===== config.mk =====
export PLATFORM = sky130hd
export DESIGN_NAME = axi_lite_master_flat
export DESIGN_NICKNAME = d
export VERILOG_FILES = /design/src/rtl/axi_lite_master_pkg.sv /design/src/rtl/axi_lite_master_if.sv /design/src/rtl/axi_lite_master_timeout.sv /design/src/rtl/axi_lite_master.sv /design/src/flat_wrapper.sv
export SDC_FILE = /design/constraint.sdc
export NUM_CORES = 1
export LEC_CHECK = 0
export CAP_MARGIN = 20
export CORE_MARGIN = 5
export CORE_UTILIZATION = 47
export CTS_CLUSTER_SIZE = 20
export DETAILED_ROUTE_END_ITERATION = 16
export PLACE_DENSITY = 0.89
export SLEW_MARGIN = 20
export SYNTH_ARGS = -nofsm -noshare
export SYNTH_HDL_FRONTEND = slang
export SYNTH_HIERARCHICAL = 1
export SYNTH_SLANG_ARGS = --single-unit

===== constraint.sdc =====
create_clock -name m_clk -period 4.1 [get_ports m_clk]
set_clock_uncertainty 0.15 [all_clocks]
set_input_delay 0.82 -clock m_clk [delete_from_list [all_inputs] [get_ports m_clk]]
set_output_delay 0.82 -clock m_clk [all_outputs]
set_load 0.01 [all_outputs]

===== src/rtl/axi_lite_master_pkg.sv =====
// axi_lite_pkg: shared FSM states, default widths and response codes for axi_lite_master
package axi_lite_pkg;
    localparam int DEF_ADDR_W  = 4;
    localparam int DEF_DATA_W  = 8;
    localparam int DEF_RESP_W  = 4;
    localparam int DEF_TIMEOUT = 16;
    localparam logic [3:0] RESP_OKAY   = 4'd0;
    localparam logic [3:0] RESP_SLVERR = 4'd2;
    typedef enum logic [2:0] {IDLE, AR, R, WA, B, RSP} state_t;
endpackage


===== src/rtl/axi_lite_master_if.sv =====
// axi_lite_master_if: AR/R/AW/W/B channel bundle between the master and its slave
interface axi_lite_master_if #(
    parameter int ADDR_W = axi_lite_pkg::DEF_ADDR_W,
    parameter int DATA_W = axi_lite_pkg::DEF_DATA_W,
    parameter int RESP_W = axi_lite_pkg::DEF_RESP_W
);
    logic [ADDR_W-1:0] read_address;
    logic              AR_VALID;
    logic              AR_READY;
    logic [DATA_W-1:0] data_read;
    logic              R_VALID;
    logic              R_READY;
    logic [ADDR_W-1:0] write_address;
    logic              AW_VALID;
    logic              AW_READY;
    logic [DATA_W-1:0] write_data;
    logic              W_VALID;
    logic              W_READY;
    logic              B_VALID;
    logic [RESP_W-1:0] BRESPONSE;
    logic              B_READY;

    modport master (
        output read_address, AR_VALID, R_READY, write_address, AW_VALID, write_data, W_VALID, B_READY,
        input  AR_READY, data_read, R_VALID, AW_READY, W_READY, B_VALID, BRESPONSE
    );

    modport slave (
        input  read_address, AR_VALID, R_READY, write_address, AW_VALID, write_data, W_VALID, B_READY,
        output AR_READY, data_read, R_VALID, AW_READY, W_READY, B_VALID, BRESPONSE
    );
endinterface


===== src/rtl/axi_lite_master_timeout.sv =====
// axi_lite_timeout: saturating per-phase wait counter used when AXIM_TIMEOUT_EN is defined
module axi_lite_timeout
    import axi_lite_pkg::*;
#(
    parameter int LIMIT = DEF_TIMEOUT
) (
    input  logic m_clk,
    input  logic rst_n,
    input  logic clr,
    input  logic en,
    output logic expired
);
    localparam int CW = LIMIT > 2 ? $clog2(LIMIT) : 1;

    logic [CW-1:0] cnt;

    assign expired = cnt == CW'(LIMIT - 1);

    // Count wait cycles, parking at the limit so the flag stays up until cleared
    always_ff @(posedge m_clk or negedge rst_n) begin
        if (!rst_n) cnt <= '0;
        else if (clr) cnt <= '0;
        else if (en && !expired) cnt <= cnt + 1'b1;
    end
endmodule


===== src/rtl/axi_lite_master.sv =====
// axi_lite_master: single-outstanding AXI-Lite master; define AXIM_TIMEOUT_EN for per-phase timeout
module axi_lite_master
    import axi_lite_pkg::*;
#(
    parameter int ADDR_W         = DEF_ADDR_W,
    parameter int DATA_W         = DEF_DATA_W,
    parameter int RESP_W         = DEF_RESP_W,
    parameter int TIMEOUT_CYCLES = DEF_TIMEOUT
) (
    input  logic              m_clk,
    input  logic              rst_n,
    input  logic              cmd_valid,
    output logic              cmd_ready,
    input  logic              cmd_write,
    input  logic [ADDR_W-1:0] cmd_addr,
    input  logic [DATA_W-1:0] cmd_wdata,
    output logic              rsp_valid,
    input  logic              rsp_ready,
    output logic              rsp_write,
    output logic [DATA_W-1:0] rsp_rdata,
    output logic [RESP_W-1:0] rsp_resp,
    output logic              rsp_error,
    axi_lite_master_if.master bus
);
    state_t state;
    logic   write_q;
    logic   ar_hs, aw_done, w_done, rd_fin, wr_fin, adv, timeout;

    assign cmd_ready = rst_n && state == IDLE;
    assign rsp_valid = state == RSP;
    assign ar_hs     = bus.AR_VALID && bus.AR_READY;
    assign aw_done   = !bus.AW_VALID || bus.AW_READY;
    assign w_done    = !bus.W_VALID || bus.W_READY;
    assign rd_fin    = (state == R || (state == AR && ar_hs)) && bus.R_VALID;
    assign wr_fin    = (state == B || (state == WA && aw_done && w_done)) && bus.B_VALID;
    assign adv       = state == AR ? ar_hs :
                       state == R  ? bus.R_VALID :
                       state == WA ? aw_done && w_done :
                       state == B  ? bus.B_VALID : 1'b1;

`ifdef AXIM_TIMEOUT_EN
    logic expired;

    axi_lite_timeout #(.LIMIT(TIMEOUT_CYCLES)) u_timeout (
        .m_clk   (m_clk),
        .rst_n   (rst_n),
        .clr     (adv),
        .en      (state != IDLE && state != RSP),
        .expired (expired)
    );

    assign timeout = expired && !adv;
`else
    assign timeout = 1'b0;
`endif

    // Sequencer: owns every channel output and the captured response; later assignments take priority
    always_ff @(posedge m_clk or negedge rst_n) begin
        if (!rst_n) begin
            state             <= IDLE;
            write_q           <= 1'b0;
            bus.read_address  <= '0;
            bus.AR_VALID      <= 1'b0;
            bus.R_READY       <= 1'b0;
            bus.write_address <= '0;
            bus.write_data    <= '0;
            bus.AW_VALID      <= 1'b0;
            bus.W_VALID       <= 1'b0;
            bus.B_READY       <= 1'b0;
            rsp_write         <= 1'b0;
            rsp_rdata         <= '0;
            rsp_resp          <= '0;
            rsp_error         <= 1'b0;
        end else begin
            case (state)
                IDLE: if (cmd_valid) begin
                    write_q <= cmd_write;
                    state   <= cmd_write ? WA : AR;
                    if (cmd_write) begin
                        bus.write_address <= cmd_addr;
                        bus.write_data    <= cmd_wdata;
                        bus.AW_VALID      <= 1'b1;
                        bus.W_VALID       <= 1'b1;
                        bus.B_READY       <= 1'b1;
                    end else begin
                        bus.read_address <= cmd_addr;
                        bus.AR_VALID     <= 1'b1;
                        bus.R_READY      <= 1'b1;
                    end
                end
                AR: if (ar_hs) begin
                    bus.AR_VALID <= 1'b0;
                    state        <= R;
                end
                WA: begin
                    bus.AW_VALID <= bus.AW_VALID && !bus.AW_READY;
                    bus.W_VALID  <= bus.W_VALID && !bus.W_READY;
                    if (aw_done && w_done) state <= B;
                end
                RSP: if (rsp_ready) state <= IDLE;
                default: ;
            endcase
            if (rd_fin || wr_fin) begin
                bus.R_READY <= 1'b0;
                bus.B_READY <= 1'b0;
                rsp_write   <= wr_fin;
                rsp_rdata   <= rd_fin ? bus.data_read : '0;
                rsp_resp    <= wr_fin ? bus.BRESPONSE : RESP_W'(RESP_OKAY);
                rsp_error   <= 1'b0;
                state       <= RSP;
            end
            if (timeout) begin
                bus.AR_VALID <= 1'b0;
                bus.R_READY  <= 1'b0;
                bus.AW_VALID <= 1'b0;
                bus.W_VALID  <= 1'b0;
                bus.B_READY  <= 1'b0;
                rsp_write    <= write_q;
                rsp_rdata    <= '0;
                rsp_resp     <= RESP_W'(RESP_SLVERR);
                rsp_error    <= 1'b1;
                state        <= RSP;
            end
        end
    end
endmodule


===== src/flat_wrapper.sv =====
// flat-port wrapper written by rule: the top's interface ports become plain ports
module axi_lite_master_flat import axi_lite_pkg::*;
#(
    parameter int ADDR_W         = DEF_ADDR_W,
    parameter int DATA_W         = DEF_DATA_W,
    parameter int RESP_W         = DEF_RESP_W,
    parameter int TIMEOUT_CYCLES = DEF_TIMEOUT
)
  (m_clk, rst_n, cmd_valid, cmd_ready, cmd_write, cmd_addr, cmd_wdata, rsp_valid, rsp_ready, rsp_write, rsp_rdata, rsp_resp, rsp_error, bus_read_address, bus_AR_VALID, bus_R_READY, bus_write_address, bus_AW_VALID, bus_write_data, bus_W_VALID, bus_B_READY, bus_AR_READY, bus_data_read, bus_R_VALID, bus_AW_READY, bus_W_READY, bus_B_VALID, bus_BRESPONSE);
  axi_lite_master_if #(.ADDR_W(ADDR_W), .DATA_W(DATA_W), .RESP_W(RESP_W)) bus_i ();
  input  logic m_clk;
  input  logic rst_n;
  input  logic cmd_valid;
  output logic cmd_ready;
  input  logic cmd_write;
  input  logic [ADDR_W-1:0] cmd_addr;
  input  logic [DATA_W-1:0] cmd_wdata;
  output logic rsp_valid;
  input  logic rsp_ready;
  output logic rsp_write;
  output logic [DATA_W-1:0] rsp_rdata;
  output logic [RESP_W-1:0] rsp_resp;
  output logic rsp_error;
  output wire logic [$bits(bus_i.read_address)-1:0] bus_read_address;
  output wire logic [$bits(bus_i.AR_VALID)-1:0] bus_AR_VALID;
  output wire logic [$bits(bus_i.R_READY)-1:0] bus_R_READY;
  output wire logic [$bits(bus_i.write_address)-1:0] bus_write_address;
  output wire logic [$bits(bus_i.AW_VALID)-1:0] bus_AW_VALID;
  output wire logic [$bits(bus_i.write_data)-1:0] bus_write_data;
  output wire logic [$bits(bus_i.W_VALID)-1:0] bus_W_VALID;
  output wire logic [$bits(bus_i.B_READY)-1:0] bus_B_READY;
  input wire logic [$bits(bus_i.AR_READY)-1:0] bus_AR_READY;
  input wire logic [$bits(bus_i.data_read)-1:0] bus_data_read;
  input wire logic [$bits(bus_i.R_VALID)-1:0] bus_R_VALID;
  input wire logic [$bits(bus_i.AW_READY)-1:0] bus_AW_READY;
  input wire logic [$bits(bus_i.W_READY)-1:0] bus_W_READY;
  input wire logic [$bits(bus_i.B_VALID)-1:0] bus_B_VALID;
  input wire logic [$bits(bus_i.BRESPONSE)-1:0] bus_BRESPONSE;
  assign bus_read_address = bus_i.read_address;
  assign bus_AR_VALID = bus_i.AR_VALID;
  assign bus_R_READY = bus_i.R_READY;
  assign bus_write_address = bus_i.write_address;
  assign bus_AW_VALID = bus_i.AW_VALID;
  assign bus_write_data = bus_i.write_data;
  assign bus_W_VALID = bus_i.W_VALID;
  assign bus_B_READY = bus_i.B_READY;
  assign bus_i.AR_READY = bus_AR_READY;
  assign bus_i.data_read = bus_data_read;
  assign bus_i.R_VALID = bus_R_VALID;
  assign bus_i.AW_READY = bus_AW_READY;
  assign bus_i.W_READY = bus_W_READY;
  assign bus_i.B_VALID = bus_B_VALID;
  assign bus_i.BRESPONSE = bus_BRESPONSE;
  axi_lite_master #(.ADDR_W(ADDR_W), .DATA_W(DATA_W), .RESP_W(RESP_W), .TIMEOUT_CYCLES(TIMEOUT_CYCLES)) u_core (.m_clk(m_clk), .rst_n(rst_n), .cmd_valid(cmd_valid), .cmd_ready(cmd_ready), .cmd_write(cmd_write), .cmd_addr(cmd_addr), .cmd_wdata(cmd_wdata), .rsp_valid(rsp_valid), .rsp_ready(rsp_ready), .rsp_write(rsp_write), .rsp_rdata(rsp_rdata), .rsp_resp(rsp_resp), .rsp_error(rsp_error), .bus(bus_i));
endmodule

==> results.json, run 1 <==
{
  "status": "finished, final reports clean",
  "fmax_mhz": 362,
  "grtUsageTotal_pct": 17.7,
  "rows": 22,
  "hold_violations": 0,
  "cts_buffers": 5,
  "critPathLaunch": "u_core/state[2]",
  "grt_max_degree": 38,
  "synth_area_leader_cell": "dfrtp_1",
  "synthArstFlopShare_pct": 100,
  "grt_pass1_wl_um": 7130,
  "power_density_mw_per_mm2": 706,
  "die_w_um": 72.3,
  "detail_route.wirelength_um": 4510,
  "slew_viol_final": 0,
  "cts_sinks": 37,
  "r2r_start": "u_core/state[1]",
  "ys_ff_latch": 37,
  "first_pass_iters": 4,
  "p_leak_nw": 1.14,
  "ios": 71,
  "design_area_sq_mm": 0.00261,
  "gr-usage-met2_pct": 29.5,
  "grt_setup_unrepaired": "false",
  "max_slew_margin_pct": 43.7,
  "via_per_inst": 5.26,
  "grt_use_met3_pct": 4.02,
  "busiest_layer": "met2",
  "finalSetupTns_ps": 0,
  "layoutNonFillerInstCount": 265,
  "place_congestion": 0.782,
  "grt_pass1_vias": 1462,
  "holdWs_ps": 354,
  "clk_latency_ps": 290,
  "antenna_cells": 0,
  "reg2reg_to": "u_core/rsp_rdata[5]",
  "p_total_mw": 1.84,
  "die_area_sq_mm": 0.00523,
  "crit_fanout": 14,
  "start_util_pct": 49.2,
  "portBuffers": 69,
  "worstPathRequired_ps": 3130,
  "cts.htree.levels": 2,
  "cp-start-kind": "register",
  "cts_resized": 0,
  "syn_to_final_growth_pct": 42.9,
  "vias": 1395,
  "synth_edf_count": 0,
  "synthTopCellsByArea": "dfrtp_1 (51%), mux2_4 (8.2%), o211ai_1 (4.9%)",
  "placed_area_sq_mm": 0.00249,
  "overflow": 0,
  "root_buffer": "clkbuf_8",
  "initialDrtViolationCount": 126,
  "syn_inst": 150,
  "grt_util_met1_pct": 22.3,
  "fp.dieH_um": 72.3,
  "holdBufCountCts": 0,
  "reg2reg_slack_ps": 1940,
  "cts_buffer_depth": 2,
  "antenna_found_initial": 0,
  "critical_path_class": "reg2out",
  "min_period_over_period_pct": 67.4,
  "cp-endpoint": "rsp_valid",
  "max-cap-violations": 0,
  "ant_nets": 0,
  "end_kind": "output pin",
  "wire_per_inst_um": 17.0,
  "syn_avg_cell_area_sq_um": 12.2,
  "fill_cells": 286,
  "post-route-min-period_ps": 2760,
  "holdCritPathClass": "reg2reg",
  "syn_nets": 184,
  "ir_drop_v": 0.000356,
  "worst_slew_pin_slew_ps": 844,
  "clk_pin_slew_ps": 70,
  "drcViolationCount": 0,
  "ys_seq_area_share_pct": 50.7,
  "core_sq_mm": 0.00372,
  "arrival_ps": 1790,
  "drive_gt1_share_pct": 13.4,
  "place_inst": 257,
  "ys_types": 38,
  "nets": 250,
  "synth_top_area_share_pct": 50.7,
  "synthFlopType": "dfrtp_1",
  "reg2reg_depth": 3,
  "tritoncts": "built",
  "finalSetupViolCount": 0,
  "hpwl_um": 3360,
  "post_cts_buffers": 0,
  "yosysWarnings": 6,
  "netlist_area_sq_mm": 0.00183
}
==> worst min-delay path by stage <==
stage                             start                  endpoint  slack, ps  cells after the start
6_report               u_core/rsp_write          u_core/rsp_write        350                      1
5_1_grt        u_core/bus.write_data[5]  u_core/bus.write_data[5]        380                      1
4_1_cts                u_core/rsp_write          u_core/rsp_write        350                      1
3_5_place_dp           u_core/rsp_write          u_core/rsp_write        340                      1
3_3_place_gp           u_core/rsp_write          u_core/rsp_write        340                      1
2_1_floorplan                     rst_n       u_core/bus.AR_VALID        370                      0
==> routing by layer <==
layer | wire length (um) | up-vias
met2 | 2260 | 51
li1 | - | 667
met4 | 81 | 0
met5 | 0 | -
met3 | 264 | 7
met1 | 1900 | 670
==> metrics by stage <==
| step | worst slack [ps] | utilization (%) |
|---|---|---|
| final | 1340 | 70.2 |
| after global routing | 1180 | 70.2 |
| after CTS | 1330 | 70.2 |
| after detailed placement | 1310 | 67.1 |
| after global placement | 1370 | 67.1 |
| after floorplan | 2080 | - |
==> critical path, stage by stage (launching register included) <==
cell and delay (ps):
dfrtp_1 620, inv_1 160, nor3_1 170, clkdlybuf4s50_1 570
==> logic make-up (layout without fill, tap and decap cells) <==
| family | Yosys count | count (layout) | share of synthesized area (%) |
|---|---|---|---|
| AO/OA/AOI/OAI | 37 | 37 | 15.1 |
| buffers and inverters | 26 | 93 | 7.81 |
| flip-flops | 37 | 37 | 50.7 |
| multiplexers | 20 | 20 | 14.1 |
| other | 1 | 1 | 0.205 |
| AND/OR/NAND/NOR | 29 | 29 | 12.1 |
==> where the power goes <==
group | internal [mW] | leakage, nW | switching (mW) | total, mW
clock | 0.198 | 0.0585 | 0.124 | 0.322
combinational | 0.501 | 0.620 | 0.346 | 0.847
sequential | 0.525 | 0.462 | 0.148 | 0.673
==> synthesized netlist by cell type (2+ instances only) <==
cell type	count
dfrtp_1	37
inv_1	15
o211ai_1	12
mux2_4	10
o31ai_1	9
a21oi_1	6
mux2_2	6
buf_6	5
nor2b_1	5
mux2i_1	4
a21o_1	3
buf_2	3
nand2_1	3
nor3_1	3
clkbuf_1	2
nand3b_1	2
nand4b_1	2
nor2_1	2
nor4_1	2
==> sequential cells by signal, indices dropped and copies added (netlist names) <==
register and count:
u_core/rsp_write 1, u_core/state 3, u_core/bus.W_VALID 1, u_core/bus.AR_VALID 1
u_core/bus.read_address 4, u_core/bus.B_READY 1, u_core/rsp_rdata 8, u_core/rsp_resp 4
u_core/bus.write_data 8, u_core/bus.R_READY 1, u_core/bus.write_address 4, u_core/bus.AW_VALID 1
==> layout make-up <==
type	count	area, sq um	area share, %
clock buffer	7	86.3	3.31
sequential	37	926	35.5
clock inverter	1	30.0	1.15
inverter	15	56.3	2.16
multi-input combinational	87	758	29.1
tap	48	60.1	2.30
timing repair buffer	70	693	26.6
==> cells in the final DEF, fill, tap and decap left out, types with 2 or more instances in the layout <==
master / synthesis / layout
o31ai_1: 9 / 9
mux2_2: 6 / 6
dfrtp_1: 37 / 37
clkbuf_8: 0 / 6
a21o_1: 3 / 3
nor2b_1: 5 / 5
nor2_1: 2 / 2
nand3b_1: 2 / 2
nor3_1: 3 / 3
a21oi_1: 6 / 6
inv_1: 15 / 15
mux2_4: 10 / 10
o211ai_1: 12 / 12
clkdlybuf4s50_1: 0 / 68
nand2_1: 3 / 3
nor4_1: 2 / 2
mux2i_1: 4 / 4
nand4b_1: 2 / 2
Note: power is estimated with default switching activity, not from simulation.
==> run 2, diff against run 1 <==
--- a/config.mk
+++ b/config.mk
@@ -7,10 +7,10 @@
 export LEC_CHECK = 0
 export CAP_MARGIN = 20
 export CORE_MARGIN = 5
-export CORE_UTILIZATION = 47
+export CORE_UTILIZATION = 39
 export CTS_CLUSTER_SIZE = 20
 export DETAILED_ROUTE_END_ITERATION = 16
-export PLACE_DENSITY = 0.89
+export PLACE_DENSITY = 0.8
 export SLEW_MARGIN = 20
 export SYNTH_ARGS = -nofsm -noshare
 export SYNTH_HDL_FRONTEND = slang
==> constraint.sdc (replaced) <==
create_clock -name m_clk -period 2.33 [get_ports m_clk]
set_clock_uncertainty 0.15 [all_clocks]
set_input_delay 0.466 -clock m_clk [delete_from_list [all_inputs] [get_ports m_clk]]
set_output_delay 0.466 -clock m_clk [all_outputs]
set_load 0.01 [all_outputs]
==> results.json, run 2 (same netlist as run 1, synthesis figures left out) <==
{
  "status": "finished, final reports clean",
  "post-route-min-period_ps": 2270,
  "finalSetupViolCount": 0,
  "holdCritPathClass": "in2async",
  "min_period_over_period_pct": 97.3,
  "hold_violations": 0,
  "critPathLaunch": "u_core/state[1]",
  "rows": 25,
  "path_cells": "nor2_1 -> and3_1 -> clkdlybuf4s50_1",
  "grt_max_degree": 38,
  "die_w_um": 78.4,
  "final_common_cell": "clkdlybuf4s50_1",
  "top_regs": "u_core/bus.write_data x8, u_core/rsp_rdata x8",
  "end_kind": "output pin",
  "detail_route.wirelength_um": 4390,
  "clk_pin_slew_ps": 80,
  "start_util_pct": 39.5,
  "worstPathRequired_ps": 1710,
  "power_density_mw_per_mm2": 1230,
  "drcViolationCount": 0,
  "critical_path_class": "reg2out",
  "initialDrtViolationCount": 44,
  "finalSetupTns_ps": 0,
  "antenna_cells": 0,
  "worst_slew_pin_slew_ps": 660,
  "max_slew_margin_pct": 55.9,
  "slew_viol_final": 0,
  "mostFrequentLayoutCells": "clkdlybuf4s50_1 (68), dfrtp_1 (35), inv_1 (15)",
  "place_inst": 270,
  "vias": 1450,
  "cts_buffers": 5,
  "place_congestion": 0.811,
  "grt_pass1_vias": 1426,
  "highest_layer": "met4",
  "wirelength_met1_um": 1860,
  "fill_cells": 389,
  "grt_pass1_wl_um": 7030,
  "antenna_found_initial": 0,
  "ios": 71,
  "arrival_ps": 1650,
  "wire_per_inst_um": 15.8,
  "portBuffers": 69,
  "fmax_mhz": 441,
  "holdBufCountCts": 0,
  "syn_to_final_growth_pct": 46.9,
  "ant_nets": 0,
  "critPathSlowestCell": "clkdlybuf4s50_1",
  "max-cap-violations": 0,
  "wl_met2_um": 2200,
  "root_buffer": "clkbuf_8",
  "multi_input_area_sq_um": 758,
  "ir_drop_v": 0.000511,
  "first_pass_iters": 4,
  "fp.dieH_um": 78.4,
  "critPathMaxStageDelay_ps": 550,
  "drive_gt1_share_pct": 17.4,
  "cts.htree.levels": 2,
  "post_cts_buffers": 0,
  "p_leak_nw": 1.17,
  "overflow": 0,
  "via_per_inst": 5.22,
  "cp-start-kind": "register",
  "cts_buffer_depth": 2,
  "seq_area_sq_um": 928,
  "nets": 257,
  "die_area_sq_mm": 0.00615,
  "wl_met3_um": 261,
  "clk_latency_ps": 290,
  "crit_fanout": 8,
  "tritoncts": "built",
  "grtUsageTotal_pct": 14.7,
  "r2r_start": "u_core/state[0]",
  "layoutNonFillerInstCount": 278,
  "cts_sinks": 37,
  "hpwl_um": 3310,
  "core_sq_mm": 0.00463
}
==> run 2: cell types whose count changed in the layout (fill, tap and decap cells not counted), sizes merged <==
cell	before	now
clkbuf	7	5
clkinvlp	0	1
buf	2	9
clkinv	0	1
==> run 2: final cells by class <==
| cell class | instances | area share [%] |
|---|---|---|
| Clock buffer | 5 | 2.56 |
| Clock inverter | 3 | 1.72 |
| Inverter | 15 | 2.10 |
| Multi-Input combinational cell | 87 | 28.3 |
| Sequential cell | 37 | 34.6 |
| Tap cell | 54 | 2.52 |
| Timing Repair Buffer | 77 | 28.3 |
==> run 2: routing by layer <==
metal,up-vias,global-route usage (%)
met1,713,17.9
met2,44,24.2
li1,688,-
met3,5,4.82
met4,0,5.24
met5,-,0
==> run 2: where the power goes <==
part,leakage (nW),internal (mW),switching (mW)
sequential,0.459,0.928,0.193
combinational,0.659,0.949,0.661
clock,0.0543,0.320,0.248
total,1.17,2.20,1.10
==> run 2: repair_timing <==
item                                    in CTS  in global routing
endpoints found under the setup margin       0                  2
endpoints found under the hold margin        0                  0
gates resized for setup                      0                  2
==> run 2: path summary, 6_finish.rpt <==
kind	cells after the start	slack (ps)	to
setup / recovery	3	60	cmd_ready
hold / removal	2	100	u_core/rsp_rdata[7]
setup reg to reg	4	240	u_core/rsp_rdata[4]
hold reg to reg	1	330	u_core/rsp_write
max in group asynchronous	2	1570	u_core/state[0]
min in group m_clk	1	330	u_core/rsp_write
==> run 2: worst max-delay path: cells and delay by family, from the launching register on <==
kind                   cells  cell delay [ps]
buffers and inverters      1              550
and+or+nand+nor            2              340
DFF                        1              470
==> run 2: per-stage QoR <==
stage | hold WS (ps) | setup WS, ps | total power, mW | instance area [sq um] | utilization (%)
floorplan | 20.4 | 614 | 1.99 | 1830 | -
global placement | 311 | 199 | 2.71 | 2570 | 55.4
detailed placement | 320 | 170 | 2.76 | 2570 | 55.4
CTS | 120 | 24.9 | 3.33 | 2680 | 57.9
global route | 136 | -19.4 | 3.50 | 2680 | 58.0
finish | 103 | 62.5 | 3.30 | 2680 | 58.0
